===== src/rtl/haski_result_stream.sv =====
// Buffered result-output stage: queues reducer result words in a circular FIFO,
// drains them over valid/ready, and reports halt only after the queue is empty.
module haski_result_stream #(
    parameter int DATA_W       = 32,
    parameter int DEPTH        = 8,
    parameter bit BACKPRESSURE = 1'b1
) (
    input  logic                    system1000,
    input  logic                    system1000_rst,
    input  logic                    in_valid,
    input  logic [DATA_W-1:0]       in_data,
    input  logic                    in_halt,
    output logic                    in_ready,
    output logic                    out_valid,
    output logic [DATA_W-1:0]       out_data,
    input  logic                    out_ready,
    output logic                    out_halted,
    output logic                    overflow,
    output logic [$clog2(DEPTH):0]  level
);

    localparam int PTR_W = $clog2(DEPTH);
    localparam int LVL_W = PTR_W + 1;
    localparam logic [LVL_W-1:0] FULL_LVL = LVL_W'(DEPTH);

    typedef enum logic [1:0] {
        RUN,
        DRAIN,
        HALTED
    } state_t;

    state_t             state;
    state_t             state_nxt;
    logic [DATA_W-1:0]  mem [DEPTH];
    logic [PTR_W-1:0]   wr_ptr;
    logic [PTR_W-1:0]   rd_ptr;
    logic               push;
    logic               pop;
    logic               drop;

    // Ready depends only on registered state, never on out_ready.
    assign in_ready   = (level < FULL_LVL) && (state == RUN);
    assign out_valid  = (level != '0);
    assign out_data   = mem[rd_ptr];
    assign out_halted = (state == HALTED);
    assign push       = in_valid && in_ready;
    assign pop        = out_valid && out_ready;
    assign drop       = !BACKPRESSURE && (state == RUN) && in_valid && (level == FULL_LVL);

    always_comb begin
        state_nxt = state;
        case (state)
            RUN:    if (in_halt) state_nxt = DRAIN;
            // Leave DRAIN on the edge where the queue becomes (or already is) empty.
            DRAIN:  if ((level == '0) || ((level == LVL_W'(1)) && pop)) state_nxt = HALTED;
            HALTED: state_nxt = HALTED;
            default: state_nxt = RUN;
        endcase
    end

    always_ff @(posedge system1000 or posedge system1000_rst) begin
        if (system1000_rst) begin
            state    <= RUN;
            wr_ptr   <= '0;
            rd_ptr   <= '0;
            level    <= '0;
            overflow <= 1'b0;
        end else begin
            state <= state_nxt;
            if (push)
                wr_ptr <= wr_ptr + PTR_W'(1);
            if (pop)
                rd_ptr <= rd_ptr + PTR_W'(1);
            case ({push, pop})
                2'b10:   level <= level + LVL_W'(1);
                2'b01:   level <= level - LVL_W'(1);
                default: level <= level;
            endcase
            if (drop)
                overflow <= 1'b1;
        end
    end

    // Storage is data, not control: left unreset.
    always_ff @(posedge system1000) begin
        if (push)
            mem[wr_ptr] <= in_data;
    end

endmodule


===== config.mk =====
export PLATFORM = sky130hd
export DESIGN_NAME = haski_result_stream
export DESIGN_NICKNAME = d
export VERILOG_FILES = /design/src/rtl/haski_result_stream.sv
export SDC_FILE = /design/constraint.sdc
export NUM_CORES = 1
export LEC_CHECK = 0
export ABC_AREA = 1
export CAP_MARGIN = 40
export CORE_MARGIN = 2
export CORE_UTILIZATION = 50
export CTS_BUF_LIST = sky130_fd_sc_hd__clkbuf_4 sky130_fd_sc_hd__clkbuf_8 sky130_fd_sc_hd__clkbuf_16
export CTS_CLUSTER_SIZE = 10
export DETAILED_ROUTE_END_ITERATION = 16
export DONT_BUFFER_PORTS = 1
export GPL_TIMING_DRIVEN = 0
export HOLD_SLACK_MARGIN = 0.12
export SYNTH_ARGS = -nofsm -noshare
export SYNTH_HDL_FRONTEND = slang
export SYNTH_SLANG_ARGS = --single-unit

===== constraint.sdc =====
create_clock -name system1000 -period 5.7 [get_ports system1000]
set_input_delay 0.855 -clock system1000 [delete_from_list [all_inputs] [get_ports system1000]]
set_output_delay 0.855 -clock system1000 [all_outputs]
set_load 0.005 [all_outputs]

==> flow_summary_export.csv, run 1 <==
group,metric,value,unit
run_status,status,"finished clean",
clocking,cts_hold_buf,0,
clocking,clock_path_buffers,3,
sta,rsz0062_at_grt,"no",
grt,grt_usage,22.0,%
clocking,htreeDepth,1,
detailed_routing,wire_per_inst,19.5,microns
detailed_routing,vias_per_cell,5.34,
worst_setup_path,critPathLaunch,"rd_ptr[1]",
clocking,cts_root_buffer,"clkbuf_16",
flow_run,drv_cap,0,
power,switching_power,0.00217,W
worst_setup_path,r2r-start,"state[0]",
clocking,clk_pin_slew,0.06,ns
finish,drive_gt1_share,8.82,%
yosys,synth_area,11000,sq um
clocking,cts_tree,"done",
power,pwr-share-seq,38.5,%
grt,grt_pass1_wl,39300,microns
sta,slew_headroom,52.4,%
worst_setup_path,crit_path_end_kind,"output port",
power,switching_share,35.7,%
finish,fin_util,57.4,%
worst_setup_path,worst-path-buf-inv,3,
sta,min_period_over_period,55.3,%
yosys,synth_edf_count,256,
detailed_routing,routed_wl,25200,microns
sta,hold_violations,0,
sta,worstMarginPinSlew,0.713,ns
yosys,synth_top_area_share,70.1,%
yosys,syn_inst,957,
sta,fin_skew,0.00887,ns
worst_setup_path,crit_required,4.85,ns
power,power_density,488,nW/um^2
min_path,hp-class,"primary input to async pin",
grt,antenna_found_initial,0,
power,pwr-share-clk,28.5,%
clocking,clk_latency,0.54,ns
yosys,synthTopCellsByArea,"edfxtp_1, nand2_1, o21ai_1",
floorplanning,io_pins,77,
sta,slew_viol_final,0,
detailed_routing,drc,0,
yosys,synth_flop_cell,"edfxtp_1",
worst_setup_path,crit_type,"flop to output port",
finish,area_growth,13.5,%
floorplanning,die_w,152,microns
place,dpl.hpwl,16000,microns
clocking,numCtsBuffers,30,
worst_setup_path,critPathMostFrequentCell,"nand2_1",
sta,fmax,317,MHz
power,power.leakage,4.69,nW
finish,finalNetCount,1044,
worst_setup_path,crit_chain,"inv_2, buf_2, clkbuf_1, o21ai_0, o21ai_1, nand2_1, nand2_1",
detailed_routing,dr.pass1.iters,5,
floorplanning,core_area,21700,sq um
clocking,cts_resized,0,
yosys,synth_largest_area_cell,"edfxtp_1",
worst_setup_path,start_kind,"flop",
floorplanning,start_util,50.6,%
yosys,synth-seq-cells,268,
place,placed_cells,1245,
place,place_area,11600,sq um
detailed_routing,postRouteAntennaNets,0,
detailed_routing,drt_iter0_drc,538,
sta,fin_crit,3.15,ns
yosys,yosys_warnings,0,
power,internal-power,0.00391,W
yosys,synth.most_common_cell,"nand2_1",
sta,fin_tns_setup,0,ns
worst_setup_path,cpMaxStageDelayCell,"clkbuf_1",
sta,report.final.setup_viol,0,
yosys,synthArstFlopShare,4.48,%
worst_setup_path,cp.arrival,2.30,ns
sta,whs,0.234,ns
finish,diodes,0,
grt,first_global_vias,6773,
finish,fin_cells,1289,
power,p_comb_share,33.0,%
power,ir_drop,0.301,mV
yosys,synthDistinctLibCells,22,
floorplanning,dieArea,23100,sq um
worst_setup_path,cp_top_family,"buffers and inverters",
finish,design_area,12400,sq um
worst_setup_path,critPathMaxFanout,10,
detailed_routing,vias,6881,
yosys,synth.avg_cell_area,11.5,sq um
floorplanning,rows,54,
yosys,yosysSeqAreaShare,72.8,%
clocking,cts_setup_buffers,0,
worst_setup_path,slowest_delay,0.47,ns
floorplanning,die_h,152,microns
clocking,clkSinkCount,268,
grt,grt-ovfl-total,0,
grt,grt_max_degree,24,
yosys,synth_common_cells,"nand2_1, edfxtp_1, nor2_1, o21ai_1, o21ai_0",
yosys,syn-num-nets,1004,
worst_setup_path,worst-r2r-setup-slack,3.11,ns
place,port_buffers,0,
place,gp_congestion,0.761,
## registers in the layout (all words and copies together) (netlist names)
name	flops
mem	256
level	4
rd_ptr	3
wr_ptr	3
state	2
## path summary, 6_finish.rpt
| kind | depth (start not counted) | end |
|---|---|---|
| setup / recovery | 7 | out_data[26] |
| hold / removal | 1 | level[3] |
| setup reg to reg | 8 | mem[6][14] |
| hold reg to reg | 2 | state[1] |
| max in group asynchronous | 1 | rd_ptr[2] |
| min in group system1000 | 0 | mem[6][9] |
## kinds of logic after synthesis
logic type	synth area share, %
AND/OR/NAND/NOR	16.2
flip-flops	72.8
AO/OA/AOI/OAI	5.98
buffers and inverters	3.41
adder cells (fa/ha/maj)	1.14
XOR/XNOR	0.399
other	0.0342
## stage by stage
stage               setup WS [ns]  total power (W)
floorplan                    2.69          0.00373
global placement             1.27          0.00434
detailed placement           3.10          0.00441
CTS                          2.53          0.00614
global route                 2.38          0.00647
finish                       2.55          0.00607
## metal layers
layer  GRT usage (%)  share of wire (%)
met2            37.6                 49
met1            30.3                 44
met3            3.39                6.1
met5               0                  0
met4            4.45                1.1
## layout make-up
type / instances / area [sq um]
Sequential cell: 268 / 7990
Buffer: 50 / 285
Inverter: 23 / 88.8
Tap cell: 280 / 350
Timing Repair Buffer: 8 / 198
Fill cell: 1773 / 9240
Clock buffer: 44 / 873
Multi-Input combinational cell: 616 / 2660
## cells in the final DEF (no fill, tap or decap), drive strengths merged
cell,netlist,layout
ha,10,10
nand4,1,1
nor2,75,75
edfxtp,256,256
xnor2,2,2
clkbuf,17,61
inv,23,23
conb,1,1
o21ai,131,131
buf,33,41
dfrtp,12,12
nand2,385,385
xor2,3,3
or2,2,2
nand3,6,6
## power by group through the flow
stage	clock [W]	sequential [W]	combinational (W)
after floorplan	0	0.00237	0.00136
after global placement	0	0.00239	0.00195
after detailed placement	0	0.00238	0.00203
after CTS	0.00176	0.00234	0.00204
after global routing	0.00184	0.00235	0.00228
final	0.00173	0.00234	0.00200
Note: power is estimated with default switching activity, not from simulation.
==> run 2, diff against run 1 <==
--- a/config.mk
+++ b/config.mk
@@ -15,6 +15,7 @@
 export DONT_BUFFER_PORTS = 1
 export GPL_TIMING_DRIVEN = 0
 export HOLD_SLACK_MARGIN = 0.12
+export PLACE_DENSITY = 0.68
 export SYNTH_ARGS = -nofsm -noshare
 export SYNTH_HDL_FRONTEND = slang
 export SYNTH_SLANG_ARGS = --single-unit
==> constraint.sdc (replaced) <==
create_clock -name system1000 -period 2.5 [get_ports system1000]
set_input_delay 0.375 -clock system1000 [delete_from_list [all_inputs] [get_ports system1000]]
set_output_delay 0.375 -clock system1000 [all_outputs]
set_load 0.005 [all_outputs]
==> flow_summary_export.csv, run 2 (synthesis results as in run 1) <==
group,metric,value,unit
power,power_density,1100,nW/um^2
finish,drive_gt1_share,12.2,%
clocking,clock_path_buffers,3,
detailed_routing,dr.pass1.iters,5,
worst_setup_path,crit_type,"flop to output port",
sta,fin_crit,2.41,ns
grt,busiest_layer,"met2",
sta,hold_violations,0,
sta,fin_skew,0.0113,ns
detailed_routing,vias,7248,
sta,min_period_over_period,96.4,%
grt,first_global_vias,7279,
finish,multiInputGateArea,2660,sq um
finish,diodes,0,
sta,slew_headroom,53.6,%
floorplanning,die_w,152,microns
worst_setup_path,crit_path_end_kind,"output port",
power,power,0.0143,W
floorplanning,die_h,152,microns
finish,area_growth,19.2,%
grt,grt_usage,22.4,%
detailed_routing,routed_wl,25700,microns
detailed_routing,postRouteAntennaNets,0,
worst_setup_path,critPathMaxFanout,10,
detailed_routing,drt_iter0_drc,519,
worst_setup_path,cpMaxStageDelayCell,"clkbuf_1",
finish,regMostFlops,"mem",
power,ir_drop,0.682,mV
finish,fin_util,60.2,%
clocking,cts_tree,"done",
worst_setup_path,slowest_delay,0.58,ns
floorplanning,dieArea,23100,sq um
clocking,cts_root_buffer,"clkbuf_16",
detailed_routing,wire_per_inst,19.1,microns
worst_setup_path,crit_chain,"clkbuf_1, clkbuf_1, nand2_1, nand2_1",
clocking,htreeDepth,1,
run_status,status,"finished clean",
min_path,hp-class,"primary input to flop",
clocking,clkSinkCount,268,
finish,reg.largest.list,"mem (256), level (4)",
floorplanning,start_util,50.6,%
worst_setup_path,crit_required,2.12,ns
sta,fmax,415,MHz
sta,report.final.setup_viol,0,
finish,fin_cells,1346,
detailed_routing,drc,0,
clocking,numCtsBuffers,30,
sta,whs,0.123,ns
grt,use_met3,4.02,%
min_path,hold_depth,3,
finish,layout_common_cells,"nand2_1, edfxtp_1, o21ai_1",
finish,seq_area,7990,sq um
finish,finalNetCount,1090,
clocking,clk_latency,0.55,ns
clocking,clk_pin_slew,0.06,ns
grt,gr-usage-met1,29.1,%
grt,grt_max_degree,23,
worst_setup_path,start_kind,"flop",
floorplanning,core_area,21700,sq um
place,port_buffers,0,
finish,fill_cells,1687,
sta,rsz0062_at_grt,"yes",
worst_setup_path,rr_worst_depth,9,
grt,met2_usage,38.7,%
floorplanning,io_pins,77,
detailed_routing,vias_per_cell,5.38,
grt,grt_pass1_wl,40300,microns
place,placed_cells,1245,
finish,final_common_cell,"nand2_1",
grt,antenna_found_initial,1,
place,dpl.hpwl,15700,microns
sta,worstMarginPinSlew,0.696,ns
power,power.leakage,5.01,nW
place,gp_congestion,0.788,
flow_run,drv_cap,0,
sta,slew_viol_final,0,
finish,largest_reg_flops,256,
worst_setup_path,cp.arrival,2.03,ns
grt,grt-ovfl-total,0,
floorplanning,rows,54,
-- run 2: cell count changes in the layout (fill, tap and decap cells not counted) --
cell           change
buf_1              -8
clkbuf_1          -11
clkbuf_2           +8
buf_16             -1
clkbuf_4          +17
buf_2              +1
buf_12             +6
buf_4             +10
dlygate4sd3_1     +35
-- run 2: worst paths after layout --
path,slack (ns),startpoint,endpoint
min,0.12,in_valid,wr_ptr[0]
max reg2reg,0.28,state[0],mem[7][11]
max,0.09,rd_ptr[2],out_data[15]
min in group asynchronous,0.31,system1000_rst,rd_ptr[1]
max in group asynchronous,1.85,system1000_rst,rd_ptr[0]
min reg2reg,0.51,state[1],state[1]
-- run 2: area by class of cell --
class                   instances  area share [%]
plain buffers                  50            2.56
clock buffers                  55            7.32
inverters                      23           0.680
multi-input cells             616            20.4
flip-flops and latches        268            61.1
well taps                     280            2.68
repair buffers                 54            5.25
-- run 2: metrics by stage --
stage	setup slack (ns)	area (sq um)	TNS, ns
global placement	-1.87	11300	-316.06
global route	-0.0429	13100	-0.0782
CTS	0.0127	13000	0
detailed placement	-0.0788	11600	-4.29
finish	0.0902	13100	0
floorplan	-0.466	11000	-59.66
-- run 2: power breakdown --
part / switching, W / leakage, nW / internal (W)
combinational: 0.00333 / 2.07 / 0.00149
clock: 0.00163 / 0.492 / 0.00256
sequential: 0.000149 / 2.45 / 0.00519
total: 0.00511 / 5.01 / 0.00924
-- run 2: what timing repair did --
item | CTS | global route
buffers inserted | 6 | 5
pin swaps | 4 | 4
setup endpoints to repair | 98 | 118
hold buffers | 35 | 0
endpoints found under the hold margin | 271 | 0
gates resized for setup | 16 | 23
-- run 2: per-layer routing --
metal / share of wire, % / vias up / wire, microns
met4: 2.1 / 2 / 547
met5: 0.051 / - / 13
met1: 41 / 3516 / 10500
met2: 50 / 272 / 12800
met3: 7.2 / 45 / 1850
li1: - / 3413 / -
-- run 2: critical path, delay by kind of cell (launching register included) --
family / cells / cell delay (ns)
DFF: 1 / 0.33
and+or+nand+nor: 2 / 0.28
buffers and inverters: 2 / 0.87
==> run 3, diff against run 2 <==
--- a/config.mk
+++ b/config.mk
@@ -5,7 +5,6 @@
 export SDC_FILE = /design/constraint.sdc
 export NUM_CORES = 1
 export LEC_CHECK = 0
-export ABC_AREA = 1
 export CAP_MARGIN = 40
 export CORE_MARGIN = 2
 export CORE_UTILIZATION = 50
==> flow_summary_export.csv, run 3 <==
group,metric,value,unit
run_status,status,"complete, but fails checks",
run_status,violations,"setup timing",
detailed_routing,vias,4725,
finish,seq_area,7990,sq um
min_path,min_from,"in_valid",
finish,diodes,0,
yosys,synth_top_area_share,73.5,%
sta,slew_headroom,50.0,%
finish,finalNetCount,592,
finish,reg.largest.list,"mem (256), level (4)",
power,ir_drop,0.597,mV
finish,multiInputGateArea,2400,sq um
sta,fmax,400,MHz
clocking,cts_root_buffer,"clkbuf_16",
place,dpl.hpwl,11900,microns
floorplanning,die_h,149,microns
min_path,hp-class,"primary input to flop",
grt,grt_pass1_wl,30900,microns
finish,fin_util,62.9,%
yosys,syn-num-nets,496,
grt,grt-ovfl-total,0,
sta,slew_viol_final,0,
clocking,numCtsBuffers,30,
sta,rsz0062_at_grt,"yes",
yosys,synthDistinctLibCells,27,
sta,worstMarginPinSlew,0.748,ns
worst_setup_path,crit_type,"flop to output port",
yosys,synth_edf_count,256,
finish,regMostFlops,"mem",
floorplanning,rows,52,
grt,first_global_vias,5260,
yosys,synthArstFlopShare,4.48,%
finish,area_growth,22.5,%
yosys,synth_largest_area_cell,"edfxtp_1",
grt,grt_usage,18.9,%
yosys,synthTopCellsByArea,"edfxtp_1, mux4_2, mux4_1",
detailed_routing,vias_per_cell,5.64,
floorplanning,dieArea,22100,sq um
sta,whs,0.151,ns
worst_setup_path,cp.arrival,2.13,ns
finish,drive_gt1_share,35.4,%
finish,design_area,12800,sq um
yosys,yosys_warnings,0,
detailed_routing,wire_per_inst,24.4,microns
yosys,synth_flop_cell,"edfxtp_1",
clocking,clock_path_buffers,3,
place,place_ws,-0.124,ns
clocking,htreeDepth,1,
detailed_routing,routed_wl,20400,microns
min_path,hold_depth,4,
floorplanning,start_util,51.4,%
sta,hold_violations,0,
yosys,synth.most_common_cell,"edfxtp_1",
grt,antenna_found_initial,0,
yosys,synth_area,10500,sq um
detailed_routing,drt_iter0_drc,413,
flow_run,drv_cap,0,
clocking,clk_latency,0.53,ns
place,placed_cells,729,
grt,grt_max_degree,24,
worst_setup_path,crit_required,2.12,ns
yosys,synth.avg_cell_area,23.3,sq um
finish,fill_cells,1388,
place,port_buffers,0,
finish,final_common_cell,"edfxtp_1",
floorplanning,io_pins,77,
worst_setup_path,start_kind,"flop",
sta,setup_slack,-0.00290,ns
place,place_area,11100,sq um
sta,min_period_over_period,100,%
worst_setup_path,critPathMaxFanout,7,
floorplanning,die_w,149,microns
power,power.leakage,4.35,nW
detailed_routing,postRouteAntennaNets,0,
worst_setup_path,worst-r2r-setup-slack,0.16,ns
finish,layout_common_cells,"edfxtp_1, mux4_2, clkbuf_16, dlygate4sd3_1",
finish,largest_reg_flops,256,
worst_setup_path,rr_worst_depth,6,
power,power_density,1080,nW/um^2
floorplanning,core_area,20400,sq um
finish,fin_cells,838,
sta,fin_skew,0.00946,ns
place,gp_congestion,0.696,
yosys,synth_common_cells,"edfxtp_1, mux4_2, mux2_2, mux4_1",
detailed_routing,drc,0,
min_path,worstHoldEndpoint,"wr_ptr[1]",
sta,fin_crit,2.50,ns
worst_setup_path,crit_path_end_kind,"output port",
yosys,yosysSeqAreaShare,76.4,%
clocking,clkSinkCount,268,
yosys,synth-seq-cells,268,
detailed_routing,dr.pass1.iters,4,
clocking,cts_tree,"done",
yosys,syn_inst,449,
sta,report.final.setup_viol,3,
worst_setup_path,r2r-start,"state[0]",
worst_setup_path,r2r-end,"mem[2][14]",
clocking,clk_pin_slew,0.05,ns
## run 3: power by group
part / total (W) / leakage, nW / switching [W] / internal, W
clock: 0.00412 / 0.489 / 0.00158 / 0.00254
sequential: 0.00543 / 2.45 / 0.000198 / 0.00523
combinational: 0.00434 / 1.42 / 0.00189 / 0.00245
total: 0.0139 / 4.35 / 0.00367 / 0.0102
## run 3: cell families (layout without fill, tap and decap cells)
logic type                 count (synthesis)  count (layout)  synth area share (%)
xor gates and xnor gates                   7               7                 0.586
other                                      1               1                0.0358
muxes                                    100             100                  18.5
buffers and inverters                     27             146                  1.75
DFF                                      268             268                  76.4
and+or+nand+nor                           31              31                  1.28
AOI/OAI and AO/OA                          5               5                 0.263
adders and majority gates                 10              10                  1.20
## run 3: layout make-up
class / count / area share (%)
multi-input combinational: 154 / 18.7
timing repair buffer: 64 / 6.91
clock buffer: 54 / 7.40
buffer: 19 / 1.75
clock inverter: 1 / 0.0293
tap: 270 / 2.64
sequential: 268 / 62.3
inverter: 8 / 0.234
## run 3: worst max path at each step
stage | from | endpoint
2_1_floorplan | state[0] | mem[6][0]
5_1_grt | rd_ptr[0] | out_data[3]
3_3_place_gp | state[0] | mem[6][21]
6_report | rd_ptr[0] | out_data[11]
3_5_place_dp | state[0] | mem[0][22]
4_1_cts | rd_ptr[0] | out_data[17]
## run 3: per-stage QoR
stage | setup TNS [ns] | power [W]
after floorplan | -77.35 | 0.00801
after global placement | -428.54 | 0.00872
after detailed placement | -1.98 | 0.00894
after CTS | -0.653 | 0.0138
after global routing | -1.16 | 0.0145
final | -0.00518 | 0.0139
## run 3: per-layer routing
layer / vias up / share of wire [%] / track usage [%]
met5: - / 0 / 0
met4: 0 / 1.3 / 4.43
met3: 20 / 6.3 / 4.14
met2: 143 / 53 / 33.5
met1: 2491 / 40 / 24.1
li1: 2071 / - / -
## run 3: worst max-delay path, stage by stage, from the launching register on
cell and delay [ns]:
dfrtp_2 0.41, buf_12 0.17, buf_12 0.12, buf_16 0.11, mux4_2 0.50, mux2_4 0.29
## run 3: what timing repair did
action | CTS | global route
hold endpoints to repair | 270 | 0
setup endpoints to repair | 82 | 70
gates resized for setup | 48 | 21
buffers inserted | 9 | 6
pin swaps | 4 | 2
hold buffers | 34 | 0
gates cloned | 3 | 3
